**src/rtl/sklansky_pkg.sv**
```systemverilog
// Shared types and helpers for the Sklansky prefix adder: level count,
// the prefix carry operator and the per-beat pipeline record.
package sklansky_pkg;

    localparam int MAX_W = 64;

    function automatic int clog2(input int value);
        int r;
        int v;
        r = 0;
        v = value - 1;
        while (v > 0) begin
            r++;
            v = v >> 1;
        end
        return r;
    endfunction

    function automatic int levels_of(input int width);
        return clog2(width);
    endfunction

    // Operands and result are packed as {G, P}; hi is the more significant span.
    function automatic logic [1:0] carry_op(input logic [1:0] hi, input logic [1:0] lo);
        return {hi[1] | (hi[0] & lo[1]), hi[0] & lo[0]};
    endfunction

    // Vectors are sized for the widest build; narrower builds use the low bits.
    typedef struct packed {
        logic             valid;
        logic             sub;
        logic             ci;
        logic [MAX_W-1:0] gg;
        logic [MAX_W-1:0] pp;
        logic [MAX_W-1:0] p;
    } beat_t;

endpackage

```
**src/rtl/sk_prefix_level.sv**
```systemverilog
// One combinational Sklansky level: each position with bit LEVEL set absorbs
// the group ending just below its aligned 2^LEVEL block.
module sk_prefix_level
    import sklansky_pkg::*;
#(
    parameter int WIDTH = 16,
    parameter int LEVEL = 0
) (
    input  logic [WIDTH-1:0] i_g,
    input  logic [WIDTH-1:0] i_p,
    output logic [WIDTH-1:0] o_g,
    output logic [WIDTH-1:0] o_p
);

    for (genvar gi = 0; gi < WIDTH; gi++) begin : g_pos
        if (((gi >> LEVEL) & 1) == 1) begin : g_combine
            localparam int J = ((gi >> LEVEL) << LEVEL) - 1;
            assign {o_g[gi], o_p[gi]} = carry_op({i_g[gi], i_p[gi]}, {i_g[J], i_p[J]});
        end else begin : g_pass
            assign o_g[gi] = i_g[gi];
            assign o_p[gi] = i_p[gi];
        end
    end

endmodule

```
**src/rtl/sklansky_pipe_adder.sv**
```systemverilog
// Valid/ready Sklansky prefix adder/subtractor with an optional register after
// every prefix level and a registered sum/carry/overflow output stage.
module sklansky_pipe_adder
    import sklansky_pkg::*;
#(
    parameter int WIDTH     = 16,
    parameter int PIPELINED = 1
) (
    input  logic             clk,
    input  logic             rst,
    input  logic             in_valid,
    output logic             in_ready,
    input  logic [WIDTH-1:0] a,
    input  logic [WIDTH-1:0] b,
    input  logic             ci,
    input  logic             sub,
    output logic             out_valid,
    input  logic             out_ready,
    output logic [WIDTH-1:0] s,
    output logic             co,
    output logic             ovf
);

    localparam int LEVELS = levels_of(WIDTH);

    logic             w_adv;
    logic [WIDTH-1:0] w_b_eff;
    logic [WIDTH-1:0] w_g;
    logic [WIDTH-1:0] w_p;
    logic             w_ci_eff;
    beat_t            w_pre;
    beat_t            w_stage [LEVELS+1];
    logic [WIDTH-1:0] w_carry;
    logic [WIDTH-1:0] w_sum;

    logic             r_valid;
    logic [WIDTH-1:0] r_s;
    logic             r_co;
    logic             r_ovf;

    // Gating with rst keeps out_valid low and in_ready high during the reset cycle.
    assign out_valid = r_valid & ~rst;
    assign w_adv     = out_ready | ~out_valid;
    assign in_ready  = w_adv;

    assign w_b_eff  = sub ? ~b : b;
    assign w_ci_eff = sub | ci;
    assign w_g      = a & w_b_eff;
    assign w_p      = a ^ w_b_eff;

    // Carry-in is folded into position 0 as a G-only term, so position 0 leaves with P=0.
    always_comb begin
        w_pre                 = '0;
        w_pre.valid           = in_valid;
        w_pre.sub             = sub;
        w_pre.ci              = w_ci_eff;
        w_pre.p[WIDTH-1:0]    = w_p;
        w_pre.gg[WIDTH-1:0]   = w_g;
        w_pre.pp[WIDTH-1:0]   = w_p;
        {w_pre.gg[0], w_pre.pp[0]} = carry_op({w_g[0], w_p[0]}, {w_ci_eff, 1'b0});
    end

    assign w_stage[0] = w_pre;

    for (genvar gi = 0; gi < LEVELS; gi++) begin : g_level
        logic [WIDTH-1:0] w_g_out;
        logic [WIDTH-1:0] w_p_out;
        beat_t            w_next;

        sk_prefix_level #(
            .WIDTH (WIDTH),
            .LEVEL (gi)
        ) u_level (
            .i_g (w_stage[gi].gg[WIDTH-1:0]),
            .i_p (w_stage[gi].pp[WIDTH-1:0]),
            .o_g (w_g_out),
            .o_p (w_p_out)
        );

        always_comb begin
            w_next                 = w_stage[gi];
            w_next.gg[WIDTH-1:0]   = w_g_out;
            w_next.pp[WIDTH-1:0]   = w_p_out;
        end

        if (PIPELINED != 0) begin : g_reg
            beat_t r_beat;
            always_ff @(posedge clk) begin
                if (rst) begin
                    r_beat <= '0;
                end else if (w_adv) begin
                    r_beat <= w_next;
                end
            end
            assign w_stage[gi+1] = r_beat;
        end else begin : g_comb
            assign w_stage[gi+1] = w_next;
        end
    end

    // After the last level gg[i] is the carry out of bit i, carry-in included.
    assign w_carry = {w_stage[LEVELS].gg[WIDTH-2:0], w_stage[LEVELS].ci};
    assign w_sum   = w_stage[LEVELS].p[WIDTH-1:0] ^ w_carry;

    always_ff @(posedge clk) begin
        if (rst) begin
            r_valid <= 1'b0;
            r_s     <= '0;
            r_co    <= 1'b0;
            r_ovf   <= 1'b0;
        end else if (w_adv) begin
            r_valid <= w_stage[LEVELS].valid;
            r_s     <= w_sum;
            r_co    <= w_stage[LEVELS].gg[WIDTH-1];
            r_ovf   <= w_stage[LEVELS].gg[WIDTH-1] ^ w_stage[LEVELS].gg[WIDTH-2];
        end
    end

    assign s   = r_s;
    assign co  = r_co;
    assign ovf = r_ovf;

    // Padding bits above WIDTH and fields not needed by the output stage end here.
    logic [LEVELS:0] w_unused_bits;
    for (genvar gi = 0; gi <= LEVELS; gi++) begin : g_sink
        assign w_unused_bits[gi] = ^w_stage[gi];
    end
    logic w_unused;
    assign w_unused = ^w_unused_bits;

endmodule

```
**config.mk**
```make
export PLATFORM = sky130hd
export DESIGN_NAME = sklansky_pipe_adder
export DESIGN_NICKNAME = d
export VERILOG_FILES = /design/src/rtl/sklansky_pkg.sv /design/src/rtl/sk_prefix_level.sv /design/src/rtl/sklansky_pipe_adder.sv
export SDC_FILE = /design/constraint.sdc
export NUM_CORES = 1
export LEC_CHECK = 0
export BUFFER_PORTS_ARGS = -buffer_cell sky130_fd_sc_hd__buf_2
export CAP_MARGIN = 20
export CORE_MARGIN = 1.5
export CORE_UTILIZATION = 40
export CTS_CLUSTER_DIAMETER = 40
export DETAILED_ROUTE_END_ITERATION = 8
export PLACE_DENSITY_LB_ADDON = 0.12
export SLEW_MARGIN = 0
export SYNTH_ARGS = -nofsm -noshare
export SYNTH_HDL_FRONTEND = slang
export SYNTH_SLANG_ARGS = --single-unit
```
**constraint.sdc**
```tcl
create_clock -name clk -period 2.8 [get_ports clk]
set_input_delay 0.7 -clock clk [delete_from_list [all_inputs] [get_ports clk]]
set_output_delay 0.7 -clock clk [all_outputs]
set_load 0.01 [all_outputs]
```
# Word level (Yosys, flattened, before mapping)
# Cells that the tools add are included.
# classes
muxes	1
bitwise	93
# ops
cell	count
$and A1 B1 Y1	51
$or A1 B1 Y1	35
$xor A16 B16 Y16	2
$and A16 B16 Y16	1
$mux W16	1
$not A16 Y16	1
$not A1 Y1	2
$xor A1 B1 Y1	1
# totals
wordCells	117
reg_bits	189

# Logic depth before layout (Yosys ltp)
# Gate-level depths: netlist of run 1.
# logic_depth
depth_word	7
mapped_depth	7

# Hierarchy
# A second synthesis of run 1 with hierarchy kept.
# hier_totals
hier_cells	1049
area_unflattened_um2	8364.3
# by_module_without_submodules
mod	seq_area_each_um2	area_each_um2	instances	cells_each
sklansky_pipe_adder	4063.9	7423.4	1	920
sk_prefix_level (g_level[1].u_level ...)	0.0	230.2	2	32
sk_prefix_level (g_level[3].u_level)	0.0	241.5	1	33
sk_prefix_level (g_level[0].u_level)	0.0	239.0	1	32

# Least setup slack after synthesis of run 1
# No wires, ideal clock.
# synth_timing
path_kind	input to output
startpoint	input rst
endpoint	output in_ready
path_stages	4
t_arrival_ps	1467
setup_slack_ps	633
path_cell_list	nor3b_2 inv_2 buf_2 clkbuf_1
# synth_via
elab_chain_cells	4
# synth_lines
item	line_no	source
start: declaration	sklansky_pipe_adder.sv:10	input logic rst,
$not A1 Y1	sklansky_pipe_adder.sv:42	assign out_valid = r_valid & ~rst;
$and A1 B1 Y1	sklansky_pipe_adder.sv:42	
$not A1 Y1	sklansky_pipe_adder.sv:43	assign w_adv = out_ready | ~out_valid;
$or A1 B1 Y1	sklansky_pipe_adder.sv:43	
end: declaration	sklansky_pipe_adder.sv:12	output logic in_ready,
# No other way between the ends.

# Worst setup path in the final report of run 1
# Ends and elaborated chain as after synthesis.

==> results of run 1 <==
-- routing by layer --
layer	wire, um	vias to the layer above
li1	-	2738
met1	6980	2286
met2	5365	77
met3	446	17
met4	239	0
met5	0	-
-- cells in the mapped netlist (all sizes together) --
library cell  number
nor3              35
xnor2             17
nor3b              1
o21a               1
a211oi            49
a21oi             38
nand3b            80
inv                6
nand3             13
nor2              52
buf               27
xor2              16
o31ai              4
nand2            229
ha                16
nor2b              1
o21ai              7
dfxtp            178
nand2b             4
clkbuf            33
-- registers in the layout (all words and copies together), names as in the netlist --
register / flops
ovf: 1
g_level.g_reg.r_beat: 159
s: 16
r_valid: 1
co: 1
-- final cells by class --
cell class                      count  area, um2  share of cell area, %
Inverter                            6      27.53                 0.3534
Timing Repair Buffer               62      350.3                  4.497
Sequential cell                   178       3563                  45.74
Multi-Input combinational cell    563       3065                  39.35
Clock buffer                       25      475.5                  6.103
Tap cell                          220      275.3                  3.534
Clock inverter                      6      32.53                 0.4176
-- path summary, 6_finish.rpt --
path,start,to,slack [ns],cells past startpoint
setup / recovery,rst,in_ready,0.52,4
hold / removal,g_level[2].g_reg.r_beat[7]$_SDFFE_PP0P_,g_level[2].g_reg.r_beat[7]$_SDFFE_PP0P_,0.43,2
setup reg to reg,r_valid$_SDFFE_PP0P_,g_level[0].g_reg.r_beat[129]$_SDFFE_PP0P_,1.02,4
hold reg to reg,g_level[2].g_reg.r_beat[7]$_SDFFE_PP0P_,g_level[2].g_reg.r_beat[7]$_SDFFE_PP0P_,0.43,2
-- cell families (layout without fill, tap and decap cells) --
logic type                 after synthesis  count (layout)  share of synthesized area (%)
AOI/OAI and AO/OA                       99              99                          9.142
xor gates and xnor gates                33              33                          4.190
adders and majority gates               16              16                          2.902
buffers and inverters                   66              99                          3.991
DFF                                    178             178                          51.66
and+or+nand+nor                        415             415                          28.12
-- report_power, final --
part           internal, mW  switching [mW]
combinational         0.162           0.171
clock                  1.17           0.902
sequential             2.66          0.0820
total                  3.99            1.16
-- worst max-delay path: stages --
cell and delay [ns]:
buf_4 0.14, nor3b_4 0.33, inv_6 0.20, buf_2 0.20
-- metrics by stage --
stage	util (%)	setup slack [ns]	power [mW]	instances	hold slack, ns
2_1_floorplan	-	0.6325	3.020	807	0.4160
3_3_place_gp	43.60	0.5121	3.122	1029	0.4242
3_5_place_dp	43.60	0.5161	3.134	1029	0.4256
4_1_cts	46.64	0.5118	5.218	1060	0.4361
5_1_grt	46.64	0.4614	5.375	1060	0.4454
6_report	46.64	0.5151	5.144	1060	0.4339
==> impl_metrics.toml, run 1 <==
[timing]
setup_violations = 0
slew_viol_final = 0
post-route-period-util_pct = 81.60
hold_viol_final = 0
worst_pin_slew_ns = 0.7189
clock_skew_ns = 0.006032
slew_headroom_pct = 52.07
tns_ns = 0
rsz0062_at_grt = "false"
max_freq_mhz = 437.7
fin_crit_ns = 2.285

[die]
start_util_pct = 41.30
dieArea_um2 = 18040
num_rows = 47
core_area_um2 = 16700
ios = 58
die_w_um = 134.3
die_height_um = 134.3

[grt]
met1_usage_pct = 20.54
grt.total_usage_pct = 15.18
grt_overflow = 0
grt_pass1_wl_mm = 22.15
use_met2_pct = 22.91
grt_pass1_vias = 4744
top_usage_layer = "met2"
globalRouteMet3Util_pct = 3.855
grt_antenna_before_repair = 0
grt_start_max_net_pins = 175

[yosys]
ys_warn_count = 0
synth_nets = 861
yosysTopAreaCell = "dfxtp_1"
synth.area.top_cells = "dfxtp_1, nand2_1, nand3b_1"
synth_seq_area_share_pct = 51.66
synthCells = 807
avgSynthCellArea_um2 = 8.548
netlist_area_um2 = 6898
synth_top_area_share_pct = 51.66
yosysUniqueCellTypes = 23
synth.ff_latch_count = 178

[drt]
drt_iter0_drc = 274
viasPerCell = 4.828
ant_nets = 0
drc_errors = 0
wl_per_cell_um = 12.29
drt-total-wl_mm = 13.03
vias = 5118
drt-pass1-iter-count = 5

[setup_path]
worstSetupPathType = "in2out"
startpoint_type = "input port"
arrival_ns = 1.58
critPathMaxFanout = 47
cp.required_ns = 2.10
end_kind = "primary output"

[finish]
layout-drive-gt1-share_pct = 10.60
final_cell_mix = "nand2_1, dfxtp_1, nand3b_1"
n_antenna_cell = 0
final_common_cell = "nand2_1"
fillCellCount = 1680
nets = 882
final_cell_area_um2 = 7790
area_growth_pct = 12.93

[clock_tree]
clockRootBuffer = "clkbuf_16"
cts_resized = 0
cts.hold.buffers_added = 0
cts.clk_slew.worst_paths_ns = 0.06
cts_tree = "done"
post_cts_buffers = 0
htree_levels = 4
cts.sinks = 178
clkLatencyLatePin_ns = 0.43
clock_path_buffers = 2
cts_buffers = 17

[status]
status = "finished, final reports clean"

[job]
max_cap_viol_count = 0

[power_and_ir_drop]
p_per_area_nw_per_um2 = 660.4
leakagePower_nw = 3.369
ir_drop_mv = 0.4637

[placement]
dpl.hpwl_mm = 7.834
numPortBuffers = 57
gp_congestion = 0.7143
dpl_cell_area_um2 = 7282

[hold_path]
min_path_type = "reg2reg"
No activity file was read; power rests on OpenSTA's default activity.
==> run 2, diff against run 1 <==
Clock period 2.8 ns to 2.4 ns, I/O delays scaled along.
==> run 2 against run 1 <==
  * Core utilization rose by 0.36 points
  * Setup slack got worse by 0.29 ns
  * Largest power group unchanged
  * Clock skew barely moved
  * Combinational power rose by 18%
  * Total power rose by 20%
  * Critical endpoint unchanged
  * Die area did not move
  * Sequential share of layout area fell by 0.35 points
  * Global-route usage barely moved
==> impl_metrics.toml, run 2 (synthesized netlist as in run 1, its figures left out) <==
[status]
status = "finished, final reports clean"

[timing]
worst_pin_slew_ns = 0.7265
finalWorstSetupSlack_ns = 0.2220
fin_crit_ns = 2.178
slew_viol_final = 0
max_freq_mhz = 459.1
slew_headroom_pct = 51.57
setup_violations = 0
clock_skew_ns = 0.005716
post-route-period-util_pct = 90.75
hold_viol_final = 0
tns_ns = 0
rsz0062_at_grt = "false"

[clock_tree]
cts.sinks = 178
clock_path_buffers = 2
cts.clk_slew.worst_paths_ns = 0.06
clockRootBuffer = "clkbuf_16"
cts_tree = "done"
cts_buffers = 17
cts_resized = 0
htree_levels = 4
cts.hold.buffers_added = 0
clkLatencyLatePin_ns = 0.42
post_cts_buffers = 0

[power_and_ir_drop]
p_sw_share_pct = 21.81
leakagePower_nw = 3.407
pwr-share-seq_pct = 51.8
p_comb_share_pct = 6.4
intPower_mw = 4.828
p_per_area_nw_per_um2 = 786.6
totalPowerFinal_mw = 6.174
switching_power_mw = 1.347
ir_drop_mv = 0.5032
clkPwrFrac_pct = 41.9

[setup_path]
cp.required_ns = 1.80
crit_family = "buffers and inverters"
arrival_ns = 1.58
crit_slowest_cell = "dfxtp_1"
slowest_delay_ns = 0.38
cp_cell_sequence = "nor3b_4 > inv_6 > buf_2"
crit_buf_inv = 2
worstSetupPathType = "reg2out"
critPathMaxFanout = 51
startpoint_type = "register"
end_kind = "primary output"

[grt]
grt.total_usage_pct = 15.22
grt_pass1_vias = 4781
grt_overflow = 0
grt_antenna_before_repair = 0
grt_start_max_net_pins = 168
grt_pass1_wl_mm = 22.16

[drt]
drt-total-wl_mm = 12.91
viasPerCell = 4.829
ant_nets = 0
vias = 5114
drt-pass1-iter-count = 4
drc_errors = 0
wl_per_cell_um = 12.19
drt_iter0_drc = 292

[placement]
numPortBuffers = 57
dpl.hpwl_mm = 7.756
dp_cells = 1028
dpl_cell_area_um2 = 7287
pre_cts_slack_ns = 0.3004
gp_congestion = 0.7381

[die]
dieArea_um2 = 18040
start_util_pct = 41.30
core_area_um2 = 16700
ios = 58
num_rows = 47
die_height_um = 134.3
die_w_um = 134.3

[finish]
layout-drive-gt1-share_pct = 10.97
nets = 881
instances_no_fill = 1059
fillCellCount = 1734
final_common_cell = "nand2_1"
final_cell_area_um2 = 7850
multi_input_area_um2 = 3065
n_antenna_cell = 0
area_growth_pct = 13.80
final_cell_mix = "nand2_1, dfxtp_1, nand3b_1"
largest_register_ffs = 159
regArea_um2 = 3563
top_register = "g_level.g_reg.r_beat"

[hold_path]
min_path_type = "in2reg"

[job]
max_cap_viol_count = 0
## run 2: cell count changes in the layout (fill, tap and decap cells not counted)
cell / previous run / this run
clkbuf_1: 6 / 2
buf_4: 4 / 2
buf_12: 2 / 3
clkinv_2: 5 / 4
clkbuf_8: 2 / 8
clkinvlp_4: 1 / 0
## run 2: path summary, 6_finish.rpt
check                                                               from                                   endpoint  slack, ns  depth (start not counted)
worst min register to register  g_level[2].g_reg.r_beat[73]$_SDFFE_PP0P_   g_level[2].g_reg.r_beat[73]$_SDFFE_PP0P_       0.44                          2
worst max-delay path                                r_valid$_SDFFE_PP0P_                                   in_ready       0.22                          3
worst min-delay path                                            in_valid  g_level[0].g_reg.r_beat[194]$_SDFFE_PP0P_       0.42                          3
worst max register to register                      r_valid$_SDFFE_PP0P_   g_level[0].g_reg.r_beat[77]$_SDFFE_PP0P_       0.65                          5
## run 2: cell type report
| class | count | share of cell area (%) |
|---|---|---|
| multi-input cells | 563 | 39.05 |
| repair buffers | 61 | 4.527 |
| inverters | 6 | 0.3507 |
| clock buffers | 27 | 6.917 |
| clock inverters | 4 | 0.2550 |
| flip-flops and latches | 178 | 45.39 |
| well taps | 220 | 3.507 |
## run 2: per-stage QoR
step,hold slack (ns),util [%]
final,0.4242,47.00
after global placement,0.4252,43.63
after CTS,0.4060,47.00
after detailed placement,0.4302,43.63
after global routing,0.4138,47.00
after floorplan,0.4160,-
## run 2: worst reg2reg max path: stages (launching register included)
cell,delay [ns]
dfxtp_1,0.34
nor3b_4,0.19
inv_6,0.27
buf_12,0.52
nand3_1,0.21
a21oi_1,0.16
## run 2: power groups by stage
stage | Sequential, mW | Clock, mW | Combinational, mW
final | 3.20 | 2.58 | 0.393
after global routing | 3.22 | 2.79 | 0.450
after CTS | 3.20 | 2.67 | 0.398
after detailed placement | 3.26 | 0 | 0.396
after global placement | 3.26 | 0 | 0.386
after floorplan | 3.24 | 0 | 0.286
## run 2: routing by layer
layer  share of wire [%]  track usage (%)  up-vias  wire (um)
met5                   0                0        -          0
met4                 1.5            5.914        0        189
met3                 3.4            3.590       14        440
met2                  43            23.30       72       5503
met1                  52            20.78     2295       6773
li1                    -                -     2733          -
==> run 3, diff against run 2 <==
Settings changed: SYNTH_HIERARCHICAL set to 1.
==> run 3 against run 2 <==
  * First-iteration DRC count rose by 15%
  * Maximum frequency up 20%
  * Sequential share of layout area barely moved
  * Worst hold slack improved by 0.0014 ns
  * Clock-buffer cell count down 7
  * Final cell count is 11% higher
  * Area after synthesis increased by 12%
  * Total power is 7.1% higher
  * Clock power grew 5%
  * Via count rose by 10%
==> impl_metrics.toml, run 3 <==
[status]
status = "finished, final reports clean"

[timing]
hold_viol_final = 0
slew_headroom_pct = 41.62
max_freq_mhz = 549.5
post-route-period-util_pct = 75.82
setup_violations = 0
tns_ns = 0
slew_viol_final = 0
worst_pin_slew_ns = 0.8757
fin_crit_ns = 1.820
clock_skew_ns = 0.007545
rsz0062_at_grt = "false"

[drt]
viasPerCell = 4.786
drt-total-wl_mm = 15.41
ant_nets = 0
wl_met2_mm = 6.127
drt-pass1-iter-count = 4
top_layer = "met4"
drc_errors = 0
wl_per_cell_um = 13.12
dr_wl_met3_um = 483
vias = 5624
drt_iter0_drc = 337
drt-met1-wl_mm = 8.625

[yosys]
avgSynthCellArea_um2 = 8.001
ys_warn_count = 6
netlist_area_um2 = 7697
synth_nets = 1016
synthCells = 962

[setup_path]
startpoint_type = "register"
end_kind = "primary output"
arrival_ns = 1.22
critPathMaxFanout = 3
worstSetupPathType = "reg2out"
cp.required_ns = 1.80

[clock_tree]
cts_tree = "done"
htree_levels = 4
cts.clk_slew.worst_paths_ns = 0.07
post_cts_buffers = 0
cts.hold.buffers_added = 0
clkLatencyLatePin_ns = 0.42
cts_resized = 0
clockRootBuffer = "clkbuf_16"
clock_path_buffers = 2
cts.sinks = 189
cts_buffers = 17

[finish]
final_cell_area_um2 = 8332
final_common_cell = "nand2_1"
fillCellCount = 1989
instances_no_fill = 1175
final_cell_mix = "nand2_1, dfxtp_1, a21oi_1"
nets = 982
area_growth_pct = 8.241
fin_util_pct = 44.39
top_register = "g_level.g_reg.r_beat"
n_antenna_cell = 0
layout-drive-gt1-share_pct = 11.16
largest_register_ffs = 170

[power_and_ir_drop]
p_per_area_nw_per_um2 = 793.5
ir_drop_mv = 0.5213
leakagePower_nw = 3.417
totalPowerFinal_mw = 6.611

[grt]
grt_antenna_before_repair = 0
grt.total_usage_pct = 15.91
grt_pass1_vias = 5017
grt_overflow = 0
grt_pass1_wl_mm = 25.67
grt_start_max_net_pins = 190

[job]
max_cap_viol_count = 0

[placement]
dpl.hpwl_mm = 9.463
dpl_cell_area_um2 = 7765
dp_cells = 1143
numPortBuffers = 57
gp_congestion = 0.7456

[die]
core_area_um2 = 18770
num_rows = 50
die_w_um = 141.7
start_util_pct = 41.01
ios = 58
dieArea_um2 = 20080
die_height_um = 141.7

[hold_path]
min_path_type = "in2reg"
[run 3: layout make-up]
type,count,area [um2],area share [%]
clock buffers,20,446.7,5.361
well taps,234,292.8,3.514
clock inverters,12,120.1,1.442
multi-input cells,653,3234,38.82
repair buffers,67,454.2,5.451
flip-flops and latches,189,3784,45.41
[run 3: routing by layer]
metal	track usage [%]	vias to the layer above
met5	0	-
met4	5.534	0
met3	3.409	13
met2	20.72	91
met1	25.17	2518
li1	-	3002
[run 3: critical path, cell delays in order, from the launching register on]
cell,delay (ns)
dfxtp_1,0.39
nor2b_1,0.21
nand2b_1,0.07
buf_2,0.13
[run 3: per-stage QoR]
stage / setup WS [ns] / hold WS, ns
2_1_floorplan: 0.5022 / 0.4320
3_3_place_gp: 0.3882 / 0.4386
3_5_place_dp: 0.3547 / 0.4447
4_1_cts: 0.5644 / 0.4170
5_1_grt: 0.5105 / 0.4402
6_report: 0.5803 / 0.4257
[run 3: worst paths after layout]
path                                        startpoint                                        end  slack [ns]  depth (start not counted)
max                               r_valid$_SDFFE_PP0P_                                   in_ready        0.58                          3
min                                           in_valid  g_level[0].g_reg.r_beat[194]$_SDFFE_PP0P_        0.43                          3
max reg2reg                       r_valid$_SDFFE_PP0P_   g_level[0].g_reg.r_beat[14]$_SDFFE_PP0P_        1.08                          4
min reg2reg  g_level[1].g_reg.r_beat[129]$_SDFFE_PP0P_  g_level[1].g_reg.r_beat[129]$_SDFFE_PP0P_        0.45                          2
[run 3: report_power, final]
group	internal [mW]	leakage [nW]	switching (mW)
clock	1.55	0.283	1.17
sequential	3.30	1.54	0.0996
combinational	0.218	1.59	0.269
total	5.07	3.42	1.54
